### src/rtl/vga_sync.sv
// vga_sync: free-running VGA timing generator with pixel strobe at clk/2.
// Sync and video_on are registered from next-state counts so they line up with pix_x/pix_y.
module vga_sync #(
    parameter int HD       = 640,
    parameter int HFP      = 16,
    parameter int HSW      = 96,
    parameter int HBP      = 48,
    parameter int VD       = 480,
    parameter int VFP      = 10,
    parameter int VSW      = 2,
    parameter int VBP      = 33,
    parameter bit SYNC_POL = 1'b0
) (
    input  logic       clk,
    input  logic       reset_n,
    output logic       hsync,
    output logic       vsync,
    output logic       video_on,
    output logic       p_tick,
    output logic [9:0] pix_x,
    output logic [9:0] pix_y,
    output logic       frame_tick
);
    localparam int HT = HD + HFP + HSW + HBP;
    localparam int VT = VD + VFP + VSW + VBP;

    if (HT > 1024 || VT > 1024) begin : g_size_check
        $fatal(1, "vga_sync: HT or VT exceeds 1024");
    end

    logic       phase_q;
    logic [9:0] h_q, h_d, v_q, v_d;
    logic       hs_q, vs_q, vid_q;
    logic       h_end, v_end;

    always_comb begin
        h_end = h_q == 10'(HT - 1);
        v_end = v_q == 10'(VT - 1);
        h_d   = phase_q ? (h_end ? 10'd0 : h_q + 10'd1) : h_q;
        v_d   = (phase_q && h_end) ? (v_end ? 10'd0 : v_q + 10'd1) : v_q;
    end

    always_ff @(posedge clk or negedge reset_n) begin
        if (!reset_n) begin
            phase_q <= 1'b0;
            h_q     <= '0;
            v_q     <= '0;
            hs_q    <= ~SYNC_POL;
            vs_q    <= ~SYNC_POL;
            vid_q   <= 1'b0;
        end else begin
            phase_q <= ~phase_q;
            h_q     <= h_d;
            v_q     <= v_d;
            hs_q    <= (h_d >= 10'(HD + HFP) && h_d <= 10'(HD + HFP + HSW - 1)) ? SYNC_POL : ~SYNC_POL;
            vs_q    <= (v_d >= 10'(VD + VFP) && v_d <= 10'(VD + VFP + VSW - 1)) ? SYNC_POL : ~SYNC_POL;
            vid_q   <= (h_d < 10'(HD)) && (v_d < 10'(VD));
        end
    end

    assign p_tick     = phase_q;
    assign pix_x      = h_q;
    assign pix_y      = v_q;
    assign hsync      = hs_q;
    assign vsync      = vs_q;
    assign video_on   = vid_q;
    assign frame_tick = phase_q & h_end & v_end;
endmodule

### config.mk
export PLATFORM = sky130hd
export DESIGN_NAME = vga_sync
export DESIGN_NICKNAME = d
export VERILOG_FILES = /design/src/rtl/vga_sync.sv
export SDC_FILE = /design/constraint.sdc
export NUM_CORES = 1
export LEC_CHECK = 0
export CAP_MARGIN = 20
export CORE_MARGIN = 8
export CORE_UTILIZATION = 29
export DETAILED_ROUTE_END_ITERATION = 12
export GPL_TIMING_DRIVEN = 1
export HOLD_SLACK_MARGIN = 0.02
export SLEW_MARGIN = 20
export SYNTH_ARGS = -nofsm -noshare
export SYNTH_HDL_FRONTEND = slang
export SYNTH_SLANG_ARGS = --single-unit
### constraint.sdc
create_clock -name clk -period 5.54 [get_ports clk]
set_input_delay 1.108 -clock clk [delete_from_list [all_inputs] [get_ports clk]]
set_output_delay 1.108 -clock clk [all_outputs]
set_load 0.1 [all_outputs]
==> flow_summary.toml, run 1 <==
[worst_setup_path]
slowest_delay_ps = 1160
cp_top_family = "simple AND/OR/NAND/NOR gates"
path_cells = "or4b_1 -> nor4_1 -> nor2b_1 -> clkdlybuf4s50_1"
r2r-start = "pix_x[5]"
start_kind = "flop"
critPathArrivalTime_ps = 3390
startpoint = "pix_y[4]"
crit_required_ps = 4430
worstPathMaxFanout = 6
critical_path_class = "flop to output pin"
cp_num_buf_inv = 1
end_kind = "output pin"
cp_slowest_cell = "clkdlybuf4s50_1"

[placement]
pre_cts_ws_ps = 1370
dp_cells = 205
gp_congestion = 0.787
dp_hpwl_mm = 2.38
port_buffers = 26
placed_area_um2 = 1560

[global_routing]
grt_use_total_pct = 9.73
grt_max_degree = 25
antenna_found_initial = 0
grt_util_met1_pct = 11.7
grt-ovfl-total = 0
grt_pass1_wl_mm = 5.16
grt_pass1_vias = 1085
grt_use_met3_pct = 3.17
use_met2_pct = 16.5
grt-busiest-layer = "met2"

[power_and_ir_drop]
leakagePower_nw = 0.716
power.density_nw_per_um2 = 185
ir_drop_v = 0.0000744
p_total_uw = 299

[hold_path]
min_from = "pix_y[8]"
timing.hold.worst.class = "flop to flop"

[drt]
drt_iter0_drc = 63
drc = 0
wl_per_cell_um = 14.9
vias_per_cell = 4.91
drt_pass1_iterations = 5
detail-route-antenna-nets = 0
routed_wl_mm = 3.11
via_count = 1026

[final_layout]
final_area_um2 = 1610
nets = 163
area_delta_synth_final_pct = 28.3
utilization_pct = 37.8
instances_no_fill = 209
drive_above_1_share_pct = 8.28
antennaDiodeCount = 0

[synth]
async_flop_share_pct = 100
yosys_most_used_dff = "dfrtp_1"
netlist_area_um2 = 1260
yosysTopAreaCellShare_pct = 43.8
synth-edff-count = 0
synth_top_area_cell = "dfrtp_1"
synth_area_per_cell_um2 = 9.66
synth_cell_types = 35
yosys_warnings = 0
synthTopCellsByArea = "dfrtp_1 (44%), nand2_1 (5.4%), xor2_1 (4.9%)"
synth-seq-cells = 24
synth-seq-area-share_pct = 48.0
synth_cells = 130
synth_fp_nets = 135

[clock_tree]
clk_latency_ps = 260
root_buffer = "clkbuf_8"
cts.path.max_buffers = 2
cts_buffers = 3
clk_pin_slew_worst_paths_ps = 90
cts_setup_buffers = 0
cts_sinks = 24
htree_levels = 1
cts_resized = 0
cts_hold_buf = 0
cts_tree = "yes"

[die]
core_um2 = 4260
start_util_pct = 29.5
dieArea_um2 = 6690
die_h_um = 81.8
num_io_pins = 27
rows = 24
fp.dieW_um = 81.8

[timing]
whs_ps = 564
tns_ps = 0
drv_slew = 0
fin_ws_ps = 1050
hold_violations = 0
finClkSkew_ps = 2.31
setup-violations-final = 0
max_slew.worst_pin.slew_ps = 983
slew_headroom_pct = 34.3
max_freq_ghz = 0.223
fin_crit_sh_pct = 81.1
rsz0062_at_grt = "false"
min_period_ps = 4490

[run]
drv_cap = 0

[status]
outcome = "completed"
==> cells in the mapped netlist, types with 5 or more instances <==
master / number
dfrtp_1: 22
inv_1: 9
nand2_1: 18
nand3_1: 6
nand4_1: 7
nor2_1: 11
nor4_1: 5
o21ai_1: 5
xnor2_1: 5
xor2_1: 7
==> metal layers <==
metal | share of wire, % | vias to the layer above
li1 | - | 507
met5 | 0 | -
met2 | 49 | 23
met3 | 6.5 | 2
met4 | 0.48 | 0
met1 | 44 | 494
==> sequential cells by signal (all words and copies together) (netlist names) <==
register / cells
pix_x: 10
pix_y: 10
hsync: 1
p_tick: 1
video_on: 1
vsync: 1
==> area by class of cell <==
cell class                      count  area [um2]
Fill cell                         422        2650
Sequential cell                    24         603
Multi-Input combinational cell     94         599
Timing Repair Buffer               26         255
Tap cell                           52        65.1
Clock buffer                        4        55.1
Inverter                            9        33.8
==> power breakdown <==
part	switching, mW	leakage [nW]	internal (mW)	total [mW]
Combinational	0.00332	0.378	0.000252	0.00357
Sequential	0	0.309	0.175	0.175
Clock	0.0568	0.0288	0.0634	0.120
==> logic make-up after synthesis <==
kind of cell / share of synthesized area [%]
AO/OA/AOI/OAI: 7.27
XOR/XNOR: 8.37
multiplexers: 1.79
adder cells (fa/ha/maj): 2.99
AND/OR/NAND/NOR: 27.3
flip-flops: 48.0
buffers and inverters: 4.28
==> layout by cell type (no fill, tap or decap), types with 4 or more instances in the layout <==
master and n:
nor2_1 11, clkbuf_8 4, nand2_1 18, nand3_1 6
clkdlybuf4s50_1 25, inv_1 9, xnor2_1 5, nor4_1 5
xor2_1 7, dfrtp_1 22, nand4_1 7, o21ai_1 5
==> worst reg2reg max path: cells and delay by family (launching register included) <==
family | cells | cell delay [ps]
XOR/XNOR | 1 | 250
AND/OR/NAND/NOR | 5 | 1710
flip-flops | 1 | 440
==> final timing paths <==
check	to	slack [ps]	cells after the start
setup / recovery	frame_tick	1050	4
hold / removal	pix_y[8]	560	1
hold reg to reg	pix_y[8]	560	1
setup reg to reg	vsync	3070	6
max in group asynchronous	vsync	4350	1
min in group asynchronous	pix_x[4]	820	1
Note: power is estimated with default switching activity, not from simulation.
==> run 2: changes to the inputs <==
Clock period 5.54 ns to 4.4 ns, I/O delays scaled along.
==> run 2 against run 1 <==
  * Sequential share of layout area rose by 0.058 points
  * Core utilization fell by 0.059 points
  * Register-to-register slack got worse by 1200 ps
  * Routed wire length rose by 0.16%
  * Global-route usage fell by 0.14 points
  * Hold slack got worse by 1.5 ps
  * Sequential cell count did not move
  * Largest cell class unchanged
  * Largest power group unchanged
==> flow_summary.toml, run 2 (same netlist as run 1, synthesis figures left out) <==
[status]
outcome = "completed"

[final_layout]
instances_no_fill = 209
final_area_um2 = 1610
final_cell_mix = "clkdlybuf4s50_1 (24), dfrtp_1 (22), nand2_1 (18)"
antennaDiodeCount = 0
area_delta_synth_final_pct = 28.1
fillers = 429
final-seq-area_um2 = 603
utilization_pct = 37.7
nets = 163
drive_above_1_share_pct = 8.92
final_common_cell = "clkdlybuf4s50_1"
multi_input_area_um2 = 599

[placement]
port_buffers = 26
placed_area_um2 = 1560
pre_cts_ws_ps = 1240
gp_congestion = 0.801
dp_hpwl_mm = 2.37
dp_cells = 205

[die]
fp.dieW_um = 81.8
start_util_pct = 29.5
dieArea_um2 = 6690
num_io_pins = 27
core_um2 = 4260
die_h_um = 81.8
rows = 24

[timing]
whs_ps = 562
fin_ws_ps = 923
tns_ps = 0
fin_crit_sh_pct = 79.0
min_period_ps = 3480
max_freq_ghz = 0.288
finClkSkew_ps = 3.31
rsz0062_at_grt = "false"
setup-violations-final = 0
hold_violations = 0
drv_slew = 0
max_slew.worst_pin.slew_ps = 991
slew_headroom_pct = 33.7

[power_and_ir_drop]
p_total_uw = 377
power.density_nw_per_um2 = 234
ir_drop_v = 0.000122
leakagePower_nw = 0.718

[drt]
vias_per_cell = 4.92
wl_per_cell_um = 14.9
via_count = 1028
drt_iter0_drc = 78
detail-route-antenna-nets = 0
drc = 0
drt_pass1_iterations = 4
routed_wl_mm = 3.12

[clock_tree]
htree_levels = 1
cts_setup_buffers = 0
cts_hold_buf = 0
clk_pin_slew_worst_paths_ps = 90
cts_buffers = 3
cts.path.max_buffers = 2
cts_resized = 0
root_buffer = "clkbuf_8"
cts_sinks = 24
cts_tree = "yes"
clk_latency_ps = 260

[run]
drv_cap = 0

[worst_setup_path]
r2r-start = "pix_y[4]"
cp_top_family = "simple AND/OR/NAND/NOR gates"
r2r_end = "vsync"
startpoint = "pix_y[4]"
start_kind = "flop"
ff2ff_setup_slack_ps = 1910
end_kind = "output pin"
critPathArrivalTime_ps = 2600
cp_slowest_cell = "nor4_1"
crit_path_end = "frame_tick"
crit_required_ps = 3520
crit_cells = 4
worstPathMaxFanout = 6
cp_num_buf_inv = 1
path_cells = "or4b_1 -> nor4_1 -> nor2b_1 -> buf_4"
worstRegToRegCells = 6
slowest_delay_ps = 770
critical_path_class = "flop to output pin"

[global_routing]
grt-busiest-layer = "met2"
use_met2_pct = 15.6
grt_use_total_pct = 9.59
antenna_found_initial = 0
grt_util_met1_pct = 12.4
grt_pass1_vias = 1099
grt_max_degree = 25
grt_use_met3_pct = 2.52
grt_pass1_wl_mm = 5.12
grt-ovfl-total = 0

[hold_path]
timing.hold.worst.class = "flop to flop"
==> run 2: cell types whose count changed in the layout (fill, tap and decap cells not counted) <==
cell / change
buf_4: +1
clkdlybuf4s50_1: -1
==> run 2: power by group <==
group	internal [mW]	total (mW)	switching, mW
Sequential	0.220	0.220	0
Combinational	0.000317	0.00442	0.00410
Clock	0.0799	0.152	0.0721
==> run 2: how the worst min path moves through the flow <==
stage / start / end / slack (ps) / depth (start not counted)
6_report: pix_y[8] / pix_y[8] / 560 / 1
5_1_grt: pix_y[8] / pix_y[8] / 570 / 1
4_1_cts: pix_y[8] / pix_y[8] / 560 / 1
3_5_place_dp: pix_y[8] / pix_y[8] / 540 / 1
3_3_place_gp: pix_y[8] / pix_y[8] / 520 / 1
2_1_floorplan: reset_n / p_tick / 580 / 0
==> run 2: per-layer routing <==
| metal | vias up | wire length, um | part of all wire [%] |
|---|---|---|---|
| met2 | 21 | 1480 | 47 |
| met3 | 2 | 154 | 4.9 |
| li1 | 506 | - | - |
| met1 | 499 | 1470 | 47 |
| met5 | - | 0 | 0 |
| met4 | 0 | 8 | 0.26 |
==> run 2: layout make-up <==
| class | instances | area share [%] |
|---|---|---|
| Sequential cell | 24 | 37.5 |
| Multi-Input combinational cell | 94 | 37.2 |
| Inverter | 9 | 2.10 |
| Tap cell | 52 | 4.04 |
| Timing Repair Buffer | 26 | 15.7 |
| Clock buffer | 4 | 3.42 |
